$ cat src/rtl/x2p_apb_master_if.sv
// Command/response and APB bus bundle for x2p_apb_master.
// The master modport is the bridge's own view; slave is the surrounding environment.
interface x2p_apb_master_if #(
    parameter int ADDR_WIDTH     = 32,
    parameter int DATA_WIDTH_APB = 32
);
    localparam int STRB_WIDTH = DATA_WIDTH_APB / 8;

    logic                      cmd_valid;
    logic                      cmd_ready;
    logic [ADDR_WIDTH-1:0]     cmd_addr;
    logic                      cmd_write;
    logic [DATA_WIDTH_APB-1:0] cmd_wdata;
    logic [STRB_WIDTH-1:0]     cmd_strb;
    logic [2:0]                cmd_prot;

    logic                      rsp_valid;
    logic                      rsp_ready;
    logic [DATA_WIDTH_APB-1:0] rsp_rdata;
    logic                      rsp_slverr;
    logic                      rsp_timeout;

    logic                      psel;
    logic                      penable;
    logic                      pwrite;
    logic [ADDR_WIDTH-1:0]     paddr;
    logic [DATA_WIDTH_APB-1:0] pwdata;
    logic [STRB_WIDTH-1:0]     pstrb;
    logic [2:0]                pprot;
    logic                      pready;
    logic [DATA_WIDTH_APB-1:0] prdata;
    logic                      pslverr;

    modport master (
        input  cmd_valid, cmd_addr, cmd_write, cmd_wdata, cmd_strb, cmd_prot,
        output cmd_ready,
        output rsp_valid, rsp_rdata, rsp_slverr, rsp_timeout,
        input  rsp_ready,
        output psel, penable, pwrite, paddr, pwdata, pstrb, pprot,
        input  pready, prdata, pslverr
    );

    modport slave (
        output cmd_valid, cmd_addr, cmd_write, cmd_wdata, cmd_strb, cmd_prot,
        input  cmd_ready,
        input  rsp_valid, rsp_rdata, rsp_slverr, rsp_timeout,
        output rsp_ready,
        input  psel, penable, pwrite, paddr, pwdata, pstrb, pprot,
        output pready, prdata, pslverr
    );
endinterface

$ cat src/rtl/x2p_apb_master.sv
// Single-outstanding command-to-APB bridge: IDLE -> SETUP -> ACCESS -> RESP.
// Optional ACCESS wait-cycle timeout enabled by defining X2P_APB_TIMEOUT_EN.
module x2p_apb_master #(
    parameter int ADDR_WIDTH     = 32,
    parameter int DATA_WIDTH_APB = 32,
    parameter int TIMEOUT_CYCLES = 16
) (
    input logic              pclk,
    input logic              preset,
    x2p_apb_master_if.master bus
);
    localparam int STRB_WIDTH = DATA_WIDTH_APB / 8;

    typedef enum logic [1:0] {
        IDLE,
        SETUP,
        ACCESS,
        RESP
    } state_t;

    state_t                    state_q,  state_d;
    logic [ADDR_WIDTH-1:0]     paddr_q,  paddr_d;
    logic                      pwrite_q, pwrite_d;
    logic [DATA_WIDTH_APB-1:0] pwdata_q, pwdata_d;
    logic [STRB_WIDTH-1:0]     pstrb_q,  pstrb_d;
    logic [2:0]                pprot_q,  pprot_d;
    logic [DATA_WIDTH_APB-1:0] rdata_q,  rdata_d;
    logic                      slverr_q, slverr_d;
    logic                      accept;

`ifdef X2P_APB_TIMEOUT_EN
    localparam int CNT_W = $clog2(TIMEOUT_CYCLES + 1);
    logic [CNT_W-1:0] wait_cnt_q, wait_cnt_d;
    logic             timeout_q,  timeout_d;
`else
    logic unused_timeout_cfg;
    assign unused_timeout_cfg = (TIMEOUT_CYCLES > 0);
`endif

    // Ready in RESP depends on rsp_ready so a new command can overlap the response handoff.
    assign bus.cmd_ready = (state_q == IDLE) || ((state_q == RESP) && bus.rsp_ready);
    assign accept        = bus.cmd_valid && bus.cmd_ready;

    always_comb begin
        state_d  = state_q;
        paddr_d  = paddr_q;
        pwrite_d = pwrite_q;
        pwdata_d = pwdata_q;
        pstrb_d  = pstrb_q;
        pprot_d  = pprot_q;
        rdata_d  = rdata_q;
        slverr_d = slverr_q;
`ifdef X2P_APB_TIMEOUT_EN
        wait_cnt_d = wait_cnt_q;
        timeout_d  = timeout_q;
`endif

        case (state_q)
            IDLE: begin
                if (accept) state_d = SETUP;
            end
            SETUP: begin
                state_d = ACCESS;
            end
            ACCESS: begin
                if (bus.pready) begin
                    rdata_d  = pwrite_q ? '0 : bus.prdata;
                    slverr_d = bus.pslverr;
`ifdef X2P_APB_TIMEOUT_EN
                    timeout_d = 1'b0;
`endif
                    state_d  = RESP;
                end
`ifdef X2P_APB_TIMEOUT_EN
                else if (wait_cnt_q == CNT_W'(TIMEOUT_CYCLES - 1)) begin
                    rdata_d   = '0;
                    slverr_d  = 1'b1;
                    timeout_d = 1'b1;
                    state_d   = RESP;
                end else begin
                    wait_cnt_d = wait_cnt_q + 1'b1;
                end
`endif
            end
            RESP: begin
                if (bus.rsp_ready) state_d = accept ? SETUP : IDLE;
            end
            default: state_d = IDLE;
        endcase

        if (accept) begin
            paddr_d  = bus.cmd_addr;
            pwrite_d = bus.cmd_write;
            pwdata_d = bus.cmd_write ? bus.cmd_wdata : '0;
            pstrb_d  = bus.cmd_write ? bus.cmd_strb : '0;
            pprot_d  = bus.cmd_prot;
`ifdef X2P_APB_TIMEOUT_EN
            wait_cnt_d = '0;
`endif
        end
    end

    always_ff @(posedge pclk or posedge preset) begin
        if (preset) begin
            state_q  <= IDLE;
            paddr_q  <= '0;
            pwrite_q <= 1'b0;
            pwdata_q <= '0;
            pstrb_q  <= '0;
            pprot_q  <= '0;
            rdata_q  <= '0;
            slverr_q <= 1'b0;
`ifdef X2P_APB_TIMEOUT_EN
            wait_cnt_q <= '0;
            timeout_q  <= 1'b0;
`endif
        end else begin
            state_q  <= state_d;
            paddr_q  <= paddr_d;
            pwrite_q <= pwrite_d;
            pwdata_q <= pwdata_d;
            pstrb_q  <= pstrb_d;
            pprot_q  <= pprot_d;
            rdata_q  <= rdata_d;
            slverr_q <= slverr_d;
`ifdef X2P_APB_TIMEOUT_EN
            wait_cnt_q <= wait_cnt_d;
            timeout_q  <= timeout_d;
`endif
        end
    end

    assign bus.psel       = (state_q == SETUP) || (state_q == ACCESS);
    assign bus.penable    = (state_q == ACCESS);
    assign bus.pwrite     = pwrite_q;
    assign bus.paddr      = paddr_q;
    assign bus.pwdata     = pwdata_q;
    assign bus.pstrb      = pstrb_q;
    assign bus.pprot      = pprot_q;
    assign bus.rsp_valid  = (state_q == RESP);
    assign bus.rsp_rdata  = rdata_q;
    assign bus.rsp_slverr = slverr_q;
`ifdef X2P_APB_TIMEOUT_EN
    assign bus.rsp_timeout = timeout_q;
`else
    assign bus.rsp_timeout = 1'b0;
`endif
endmodule

$ cat src/flat_wrapper.sv
// flat-port wrapper written by rule: the top's interface ports become plain ports
module x2p_apb_master_flat 
#(
    parameter int ADDR_WIDTH     = 32,
    parameter int DATA_WIDTH_APB = 32,
    parameter int TIMEOUT_CYCLES = 16
)
  (pclk, preset, bus_cmd_valid, bus_cmd_addr, bus_cmd_write, bus_cmd_wdata, bus_cmd_strb, bus_cmd_prot, bus_cmd_ready, bus_rsp_valid, bus_rsp_rdata, bus_rsp_slverr, bus_rsp_timeout, bus_rsp_ready, bus_psel, bus_penable, bus_pwrite, bus_paddr, bus_pwdata, bus_pstrb, bus_pprot, bus_pready, bus_prdata, bus_pslverr);
  x2p_apb_master_if #(.ADDR_WIDTH(ADDR_WIDTH), .DATA_WIDTH_APB(DATA_WIDTH_APB)) bus_i ();
  input logic pclk;
  input logic preset;
  input wire logic [$bits(bus_i.cmd_valid)-1:0] bus_cmd_valid;
  input wire logic [$bits(bus_i.cmd_addr)-1:0] bus_cmd_addr;
  input wire logic [$bits(bus_i.cmd_write)-1:0] bus_cmd_write;
  input wire logic [$bits(bus_i.cmd_wdata)-1:0] bus_cmd_wdata;
  input wire logic [$bits(bus_i.cmd_strb)-1:0] bus_cmd_strb;
  input wire logic [$bits(bus_i.cmd_prot)-1:0] bus_cmd_prot;
  output wire logic [$bits(bus_i.cmd_ready)-1:0] bus_cmd_ready;
  output wire logic [$bits(bus_i.rsp_valid)-1:0] bus_rsp_valid;
  output wire logic [$bits(bus_i.rsp_rdata)-1:0] bus_rsp_rdata;
  output wire logic [$bits(bus_i.rsp_slverr)-1:0] bus_rsp_slverr;
  output wire logic [$bits(bus_i.rsp_timeout)-1:0] bus_rsp_timeout;
  input wire logic [$bits(bus_i.rsp_ready)-1:0] bus_rsp_ready;
  output wire logic [$bits(bus_i.psel)-1:0] bus_psel;
  output wire logic [$bits(bus_i.penable)-1:0] bus_penable;
  output wire logic [$bits(bus_i.pwrite)-1:0] bus_pwrite;
  output wire logic [$bits(bus_i.paddr)-1:0] bus_paddr;
  output wire logic [$bits(bus_i.pwdata)-1:0] bus_pwdata;
  output wire logic [$bits(bus_i.pstrb)-1:0] bus_pstrb;
  output wire logic [$bits(bus_i.pprot)-1:0] bus_pprot;
  input wire logic [$bits(bus_i.pready)-1:0] bus_pready;
  input wire logic [$bits(bus_i.prdata)-1:0] bus_prdata;
  input wire logic [$bits(bus_i.pslverr)-1:0] bus_pslverr;
  assign bus_i.cmd_valid = bus_cmd_valid;
  assign bus_i.cmd_addr = bus_cmd_addr;
  assign bus_i.cmd_write = bus_cmd_write;
  assign bus_i.cmd_wdata = bus_cmd_wdata;
  assign bus_i.cmd_strb = bus_cmd_strb;
  assign bus_i.cmd_prot = bus_cmd_prot;
  assign bus_cmd_ready = bus_i.cmd_ready;
  assign bus_rsp_valid = bus_i.rsp_valid;
  assign bus_rsp_rdata = bus_i.rsp_rdata;
  assign bus_rsp_slverr = bus_i.rsp_slverr;
  assign bus_rsp_timeout = bus_i.rsp_timeout;
  assign bus_i.rsp_ready = bus_rsp_ready;
  assign bus_psel = bus_i.psel;
  assign bus_penable = bus_i.penable;
  assign bus_pwrite = bus_i.pwrite;
  assign bus_paddr = bus_i.paddr;
  assign bus_pwdata = bus_i.pwdata;
  assign bus_pstrb = bus_i.pstrb;
  assign bus_pprot = bus_i.pprot;
  assign bus_i.pready = bus_pready;
  assign bus_i.prdata = bus_prdata;
  assign bus_i.pslverr = bus_pslverr;
  x2p_apb_master #(.ADDR_WIDTH(ADDR_WIDTH), .DATA_WIDTH_APB(DATA_WIDTH_APB), .TIMEOUT_CYCLES(TIMEOUT_CYCLES)) u_core (.pclk(pclk), .preset(preset), .bus(bus_i));
endmodule
$ cat config.mk
export PLATFORM = sky130hd
export DESIGN_NAME = x2p_apb_master_flat
export DESIGN_NICKNAME = d
export VERILOG_FILES = /design/src/rtl/x2p_apb_master_if.sv /design/src/rtl/x2p_apb_master.sv /design/src/flat_wrapper.sv
export SDC_FILE = /design/constraint.sdc
export NUM_CORES = 1
export LEC_CHECK = 0
export BUFFER_PORTS_ARGS = -buffer_cell sky130_fd_sc_hd__buf_2
export CORE_MARGIN = 2
export CORE_UTILIZATION = 33
export DETAILED_ROUTE_END_ITERATION = 8
export HOLD_SLACK_MARGIN = 0.1
export PLACE_DENSITY = 0.6
export SLEW_MARGIN = 20
export SYNTH_ARGS = -nofsm -noshare
export SYNTH_HDL_FRONTEND = slang
export SYNTH_SLANG_ARGS = --single-unit
$ cat constraint.sdc
create_clock -name pclk -period 3.9 [get_ports pclk]
set_clock_uncertainty 0.2 [all_clocks]
set_input_delay 0.585 -clock pclk [delete_from_list [all_inputs] [get_ports pclk]]
set_output_delay 0.585 -clock pclk [all_outputs]
set_load 0.005 [all_outputs]
* Word level (Yosys, flattened, before mapping)
Cells that the tools add are included.
Widths: inputs -> output; s select.
** Word-level totals
- Logic and storage cells :: 29
- Memories kept :: 0
- ROM bits :: 0
- Bits in latches :: 0
- Bits in registers :: 107
- RAM bits :: 0
- Output and inout bits :: 110
- Bits of input ports :: 110
** Cells by class
- Add/subtract/negate cells :: 0
- Muxes and demuxes :: 8
- $mul :: 0
- Reductions and logical operators :: 7
- Bitwise gates (word level) :: 0
- Eq/ne operators :: 6
- Div/mod/pow operators :: 0
- Shift-type cells :: 0
- Order comparisons :: 0
** Operators with widths (number)
- $mux 32 :: 2
- $pmux 2 s4 :: 1
- $mux 2 :: 3
- $ne 2x1->1 const B :: 3
- $eq 2x2->1 const B :: 2
- $mux 4 :: 1
- $reduce_and 3->1 :: 1
- $eq 2x1->1 const B :: 1
- $logic_and 1x1->1 :: 2
- $logic_not 2->1 :: 1
- $logic_or 1x1->1 :: 2
- $reduce_and 2->1 :: 1
- $mux 1 :: 1

* Depth between registers and ports, before layout
Gate-level depths: netlist (run 1).
- Word-level depth :: 7
- Gate-level depth with buffers :: 7

* Least setup slack after synthesis (run 1)
Ideal clock, no wire load.
- Path kind :: reg2out
- Start point :: register u_core.state_q[1]
- End point :: output port bus_cmd_ready
- Arrival time :: 1.108 ns
- Cell stages (with the launch flop) :: 5
- Buffers on the path :: 2
- Setup slack :: 2.007 ns
- Cells stage by stage :: dfrtp_1 ha_1 a21o_1 buf_4 buf_6
** Between the ends
- Word-level cells in the longest chain between the ends :: 3
- Elaborated cells on any way between the ends :: 4
- Classes of those cells :: eq/ne (1); reduce/logical (3)
** Ends and longest elaborated chain
- start: declaration :: line x2p_apb_master.sv:21 : state_t state_q, state_d;
- start signal: assignment :: line x2p_apb_master.sv:118 : state_q <= state_d;
- $eq 2x2->1
- via bus_rsp_valid :: line flat_wrapper.sv:19 : output wire logic [$bits(bus_i.rsp_valid)-1:0] bus_rsp_valid;
- $logic_and 1x1->1 :: line x2p_apb_master.sv:41 : assign bus.cmd_ready = (state_q == IDLE) || ((state_q == RESP) && bus.rsp_ready);
- $logic_or 1x1->1 :: line x2p_apb_master.sv:41
- end: declaration :: line flat_wrapper.sv:18 : output wire logic [$bits(bus_i.cmd_ready)-1:0] bus_cmd_ready;
The timed path passes the listed nets, and every way through them passes these cells.

* Final worst setup path (run 1)
- Start point :: register u_core.state_q[0]
- End point :: output port bus_cmd_ready
** Between the ends
- Word-level cells in the longest chain between the ends :: 3
- Elaborated cells on any way between the ends :: 4
- Classes of those cells :: eq/ne (1); reduce/logical (3)
** Ends and longest elaborated chain (line)
- $eq 2x2->1 :: x2p_apb_master.sv:41
- $logic_and 1x1->1 :: x2p_apb_master.sv:41
- $logic_or 1x1->1 * :: x2p_apb_master.sv:41
Every way passes the cells marked *; elsewhere a longest branch is shown, timed or not.

==> impl_metrics.env, run 1 <==
export IMPL_cp_cell_sequence="inv_1, ha_1, a21o_1, buf_4, buf_2"
export IMPL_p_leak_uw=0.003161
export IMPL_min_period_ns=2.572
export IMPL_endpoint_kind="output port"
export IMPL_post_cts_resized=0
export IMPL_grt_pass1_wl_um=17290
export IMPL_synth_largest_area_cell="dfrtp_1"
export IMPL_rows=42
export IMPL_yosysMostFrequentCell="dfrtp_1"
export IMPL_startpoint_type="register"
export IMPL_placed_area_mm2=0.005677
export IMPL_syn_num_nets=477
export IMPL_slowest_stage="dfrtp_1"
export IMPL_portBuffers=218
export IMPL_setup_violations=0
export IMPL_overflow=0
export IMPL_synth_area_per_cell_um2=12.33
export IMPL_syn2layout_area_growth_pct=34.15
export IMPL_final_area_mm2=0.006006
export IMPL_max_cap_viol_count=0
export IMPL_drt_iter0_markers=160
export IMPL_synth_seq_cells=107
export IMPL_vdd_drop_max_uv=532.3
export IMPL_nets=679
export IMPL_dr_pass1_iters=4
export IMPL_vias_per_cell=4.650
export IMPL_core_mm2=0.01324
export IMPL_period_share=0.6595
export IMPL_hold_violations=0
export IMPL_synth_top_area_share=0.5981
export IMPL_route_detailed_wl_per_inst_um=14.43
export IMPL_reg2regPathDepth=4
export IMPL_dp_hpwl_um=7620
export IMPL_die_h_um=120.5
export IMPL_clk_path_buf_depth=2
export IMPL_gp_congestion=0.7523
export IMPL_critPathArrivalTime_ns=1.79
export IMPL_clock_latency_ns=0.35
export IMPL_fmax_ghz=0.3888
export IMPL_grt_pass1_vias=3503
export IMPL_drv_slew=0
export IMPL_syn_cell_area_mm2=0.004477
export IMPL_fp_dieW_um=120.5
export IMPL_route_detailed_drc=0
export IMPL_ant_nets=0
export IMPL_crit_path_max_incr_delay_ns=0.40
export IMPL_fin_tns_setup_ns=0
export IMPL_cp_max_fo=37
export IMPL_routed_wl_um=10770
export IMPL_numClockSinks=107
export IMPL_cts_reportedPaths_clkPinSlew_ns=0.07
export IMPL_cts_tree="yes"
export IMPL_critPathKind="register to output port"
export IMPL_drive_above_1_share=0.5316
export IMPL_synth_cells=363
export IMPL_die_area_mm2=0.01451
export IMPL_powerDensity_mw_per_mm2=780.7
export IMPL_required_ns=3.12
export IMPL_num_vias=3469
export IMPL_cts_buffers=9
export IMPL_grtUsageTotal=0.1504
export IMPL_antenna_cells=0
export IMPL_rsz0062_at_grt="false"
export IMPL_synth_cell_types=25
export IMPL_worstMarginPinSlew_ns=0.9525
export IMPL_synth_warnings=0
export IMPL_synth_edff_count=0
export IMPL_status="finished clean"
export IMPL_hold_path_class="primary input to async pin"
export IMPL_seq_area_frac_synth=0.5981
export IMPL_ys_top_cells_by_count="107 x dfrtp_1, 36 x mux2_2, 36 x nand4_1"
export IMPL_start_util=0.3381
export IMPL_cts_htree_levels=3
export IMPL_async_reset_ff_frac=1.000
export IMPL_cts_root_buffer="clkbuf_16"
export IMPL_ys_flop_type="dfrtp_1"
export IMPL_cts_setup_buffers=0
export IMPL_antenna_found_initial=0
export IMPL_grt_max_degree=73
export IMPL_cts_hold_buf=0
export IMPL_yosys_top_cells_area="dfrtp_1 60%, mux2_2 9.1%, a21bo_2 6.3%"
export IMPL_pin_count=220
export IMPL_worst_slew_margin_rel=0.3628
==> area by class of cell <==
type | count | area [um2]
Fill cell | 1315 | 7237
Tap cell | 176 | 220.2
Clock inverter | 4 | 72.57
Sequential cell | 107 | 2678
Timing Repair Buffer | 221 | 1139
Clock buffer | 12 | 256.5
Inverter | 4 | 17.52
Multi-Input combinational cell | 222 | 1623
==> placed cells by master, fill, tap and decap left out, types with 2 or more instances in the layout <==
| cell type | n |
|---|---|
| buf_2 | 218 |
| dfrtp_1 | 107 |
| nand4_1 | 36 |
| mux2_2 | 36 |
| nand2b_1 | 32 |
| nand2_1 | 32 |
| o21ai_0 | 32 |
| a21bo_2 | 28 |
| clkbuf_16 | 9 |
| a21bo_1 | 8 |
| ha_1 | 4 |
| inv_1 | 3 |
| nor2b_1 | 3 |
| nand2_2 | 2 |
| mux2_1 | 2 |
| bufinv_16 | 2 |
| clkbuf_8 | 2 |
| buf_12 | 2 |
==> where the power goes <==
| group | switching (uW) | internal [uW] |
|---|---|---|
| logic | 784 | 957 |
| registers | 306 | 1650 |
| clock network | 393 | 597 |
==> metal layers <==
| layer | GRT usage | up-vias | wire [um] |
|---|---|---|---|
| met1 | 0.1929 | 1656 | 4545 |
| met4 | 0.05741 | 0 | 187 |
| met2 | 0.2334 | 137 | 5013 |
| met3 | 0.05330 | 13 | 1021 |
| li1 | - | 1663 | - |
| met5 | 0 | - | 0 |
==> kinds of logic (layout without fill, tap and decap cells) <==
logic type	after synthesis	count (layout)	synth area share
multiplexers	38	38	0.09558
other	1	1	0.0008377
flip-flops	107	107	0.5981
AO/OA/AOI/OAI	72	72	0.1241
adder cells (fa/ha/maj)	4	4	0.01118
AND/OR/NAND/NOR	107	107	0.1302
buffers and inverters	34	241	0.03996
==> state kept, by name (all words and copies together) (netlist names) <==
name and cells:
u_core.bus.paddr 32, u_core.bus.pprot 3, u_core.bus.pstrb 4, u_core.bus.pwdata 32
u_core.bus.pwrite 1, u_core.bus.rsp_rdata 32, u_core.bus.rsp_slverr 1, u_core.state_q 2
==> critical path, delay by kind of cell, from the launching register on <==
family,cells,cell delay [ns]
fa+ha+maj,1,0.21
buf+inv,3,0.70
flops,1,0.40
compound gates,1,0.12
==> final timing paths <==
path	endpoint	slack (ns)	startpoint
worst max-delay path	bus_cmd_ready	1.33	u_core.state_q[0]
worst min register to register	u_core.bus.rsp_rdata[14]	0.28	u_core.bus.rsp_rdata[14]
min in group pclk	u_core.bus.paddr[25]	0.26	bus_cmd_addr[25]
max in group asynchronous	u_core.bus.pwdata[17]	2.61	preset
worst max register to register	u_core.bus.rsp_slverr	1.72	u_core.state_q[0]
worst min-delay path	u_core.bus.rsp_rdata[1]	0.14	preset
==> metrics by stage <==
stage | worst slack, ns | cells | power, uW | hold WS [ns] | utilization
2_1_floorplan | 0.2978 | 363 | 2961 | 0.2722 | -
3_3_place_gp | 1.694 | 730 | 3683 | 0.2581 | 0.4287
3_5_place_dp | 1.645 | 730 | 3764 | 0.2648 | 0.4287
4_1_cts | 1.317 | 746 | 4769 | 0.1604 | 0.4535
5_1_grt | 1.213 | 746 | 5056 | 0.1956 | 0.4535
6_report | 1.328 | 746 | 4689 | 0.1397 | 0.4535
Note: power is estimated with default switching activity, not from simulation.
==> run 2, diff against run 1 <==
ABC_AREA = 1   (was not set)
clock period = 2.66 ns   (was 3.9 ns; I/O delays follow)
==> run 2 against run 1 <==
  * Synthesized area decreased by 4.1%
  * Critical path depth is 3 higher
  * Die area fell by 3.9%
  * Critical endpoint is now u_core.bus.pwdata[3]
  * Combinational power increased by 36%
  * Clock power up 34%
  * Worst setup slack got worse by 0.77 ns
  * Largest cell class unchanged
==> impl_metrics.env, run 2 <==
export IMPL_status="finished clean"
export IMPL_overflow=0
export IMPL_fin_tns_setup_ns=0
export IMPL_synth_edff_count=0
export IMPL_ff2ff_setup_slack_ns=0.56
export IMPL_async_reset_ff_frac=1.000
export IMPL_cts_tree="yes"
export IMPL_max_cap_viol_count=0
export IMPL_setup_violations=0
export IMPL_ant_nets=0
export IMPL_dp_hpwl_um=7543
export IMPL_rows=41
export IMPL_hold_violations=0
export IMPL_hold_path_class="primary input to register"
export IMPL_cts_setup_buffers=0
export IMPL_clock_latency_ns=0.34
export IMPL_fill_cells=1175
export IMPL_routed_wl_um=11920
export IMPL_dr_pass1_iters=4
export IMPL_grt_pass1_wl_um=19450
export IMPL_cts_reportedPaths_clkPinSlew_ns=0.06
export IMPL_r2r_start="u_core.state_q[0]"
export IMPL_synth_seq_cells=107
export IMPL_final_common_cell="nand2_1"
export IMPL_endpoint_kind="register"
export IMPL_hold_start="bus_prdata[28]"
export IMPL_portBuffers=218
export IMPL_core_mm2=0.01267
export IMPL_num_vias=4116
export IMPL_synth_top_area_share=0.6234
export IMPL_numClockSinks=107
export IMPL_period_share=0.7902
export IMPL_cts_root_buffer="clkbuf_16"
export IMPL_grt_max_degree=108
export IMPL_min_path_cells=3
export IMPL_pin_count=220
export IMPL_syn_cell_area_mm2=0.004295
export IMPL_min_period_ns=2.102
export IMPL_gp_congestion=0.7766
export IMPL_vias_per_cell=4.319
export IMPL_synth_cell_types=17
export IMPL_rsz0062_at_grt="false"
export IMPL_drive_above_1_share=0.3137
export IMPL_fmax_ghz=0.4758
export IMPL_seq_area_frac_synth=0.6234
export IMPL_worst_slew_margin_rel=0.3849
export IMPL_vdd_drop_max_uv=461.8
export IMPL_worstReg2RegEnd="u_core.bus.pwdata[3]"
export IMPL_worstMarginPinSlew_ns=0.9217
export IMPL_start_util=0.3390
export IMPL_critPathArrivalTime_ns=2.19
export IMPL_cts_htree_levels=3
export IMPL_clk_path_buf_depth=2
export IMPL_fin_total_pwr_uw=6429
export IMPL_ys_top_cells_by_count="282 x nand2_1, 107 x dfrtp_1, 35 x o21ai_0"
export IMPL_die_area_mm2=0.01395
export IMPL_startpoint_type="register"
export IMPL_whs_endpoint="u_core.bus.rsp_rdata[28]"
export IMPL_drv_slew=0
export IMPL_final_cell_mix="282 x nand2_1, 218 x buf_2, 107 x dfrtp_1, 94 x dlygate4sd3_1, 35 x o21ai_0"
export IMPL_reg2regPathDepth=8
export IMPL_drt_iter0_markers=246
export IMPL_required_ns=2.74
export IMPL_p_leak_uw=0.003813
export IMPL_route_detailed_drc=0
export IMPL_post_route_util=0.5279
export IMPL_powerDensity_mw_per_mm2=961.1
export IMPL_syn2layout_area_growth_pct=55.72
export IMPL_cp_max_fo=38
export IMPL_ys_flop_type="dfrtp_1"
export IMPL_fp_dieW_um=118.1
export IMPL_antenna_found_initial=0
export IMPL_syn_num_nets=590
export IMPL_synth_cells=476
export IMPL_nets=891
export IMPL_die_h_um=118.1
export IMPL_critPathKind="register to register"
export IMPL_synth_area_per_cell_um2=9.024
export IMPL_synth_warnings=0
export IMPL_synth_largest_area_cell="dfrtp_1"
export IMPL_yosys_top_cells_area="dfrtp_1 62%, nand2_1 25%, o21ai_0 4.1%"
export IMPL_grtUsageTotal=0.1725
export IMPL_grt_pass1_vias=4114
export IMPL_yosysMostFrequentCell="nand2_1"
export IMPL_antenna_cells=0
export IMPL_route_detailed_wl_per_inst_um=12.51
export IMPL_cts_buffers=9
## run 2: cell types whose count changed after synthesis, moves of 5 or more
| cell | previous run | this run |
|---|---|---|
| buf_6 | 1 | 11 |
| nand2_1 | 33 | 282 |
| nand2b_1 | 32 | 0 |
| a21bo_1 | 8 | 0 |
| clkbuf_1 | 9 | 3 |
| nand4_1 | 36 | 0 |
| mux2_2 | 36 | 1 |
| a21bo_2 | 28 | 0 |
| nand2_2 | 1 | 6 |
## run 2: cell type report
class                   instances  area (um2)  share of cell area
repair buffers                315        2079              0.3109
clock inverters                 2       35.03            0.005238
clock buffers                  13       260.3             0.03891
multi-input cells             335        1384              0.2069
well taps                     172       215.2             0.03217
inverters                       9       37.54            0.005612
flip-flops and latches        107        2678              0.4003
## run 2: per-layer routing
metal  GRT usage  up-vias  share of wire
met4     0.07003        0          0.027
met1      0.2050     1890           0.42
met3     0.05862       28          0.065
met5           0        -              0
met2      0.2858      155           0.49
li1            -     2043              -
## run 2: worst max path at each step
stage / startpoint / end / slack [ns]
after global routing: u_core.state_q[1] / u_core.bus.paddr[19] / 0.32
after detailed placement: u_core.state_q[1] / u_core.bus.pprot[0] / 0.52
after floorplan: preset / u_core.bus.paddr[0] / 0.77
after global placement: u_core.state_q[0] / u_core.bus.pprot[1] / 0.59
final: u_core.state_q[0] / u_core.bus.pwdata[3] / 0.56
after CTS: u_core.state_q[1] / u_core.bus.pprot[0] / 0.51
## run 2: kinds of logic (layout without fill, tap and decap cells)
kind of cell / after synthesis / in the layout / synth area share
and+or+nand+nor: 294 / 294 / 0.2662
DFF: 107 / 107 / 0.6234
AOI/OAI and AO/OA: 35 / 35 / 0.04078
buffers and inverters: 34 / 339 / 0.05447
adders and majority gates: 4 / 4 / 0.01165
other: 1 / 1 / 0.0008730
muxes: 1 / 1 / 0.002621
## run 2: where the power goes
group	switching (uW)	internal, uW
sequential	389	2340
combinational	1300	1070
clock	555	775
## run 2: worst max-delay path, stage by stage, from the launching register on
cell	delay, ns
dfrtp_1	0.38
inv_1	0.09
ha_1	0.20
inv_1	0.08
nand2_2	0.08
nand2_4	0.34
buf_4	0.43
nand2_1	0.10
nand2_1	0.09
## run 2: through the flow
stage                     hold WS, ns  cells  setup WS (ns)  cell area [um2]
final                          0.1152    953         0.5582             6689
after floorplan                0.2719    476         0.7735             4299
after global routing           0.1168    953         0.3177             6689
after CTS                      0.1005    953         0.5089             6689
after global placement         0.2582    844         0.5899             5453
after detailed placement       0.2595    844         0.5203             5453
## run 2: repair_timing
action | 4_1_cts | 5_1_grt
hold buffers | 94 | 0
gates resized for setup | 0 | 0
hold endpoints to repair | 200 | 0
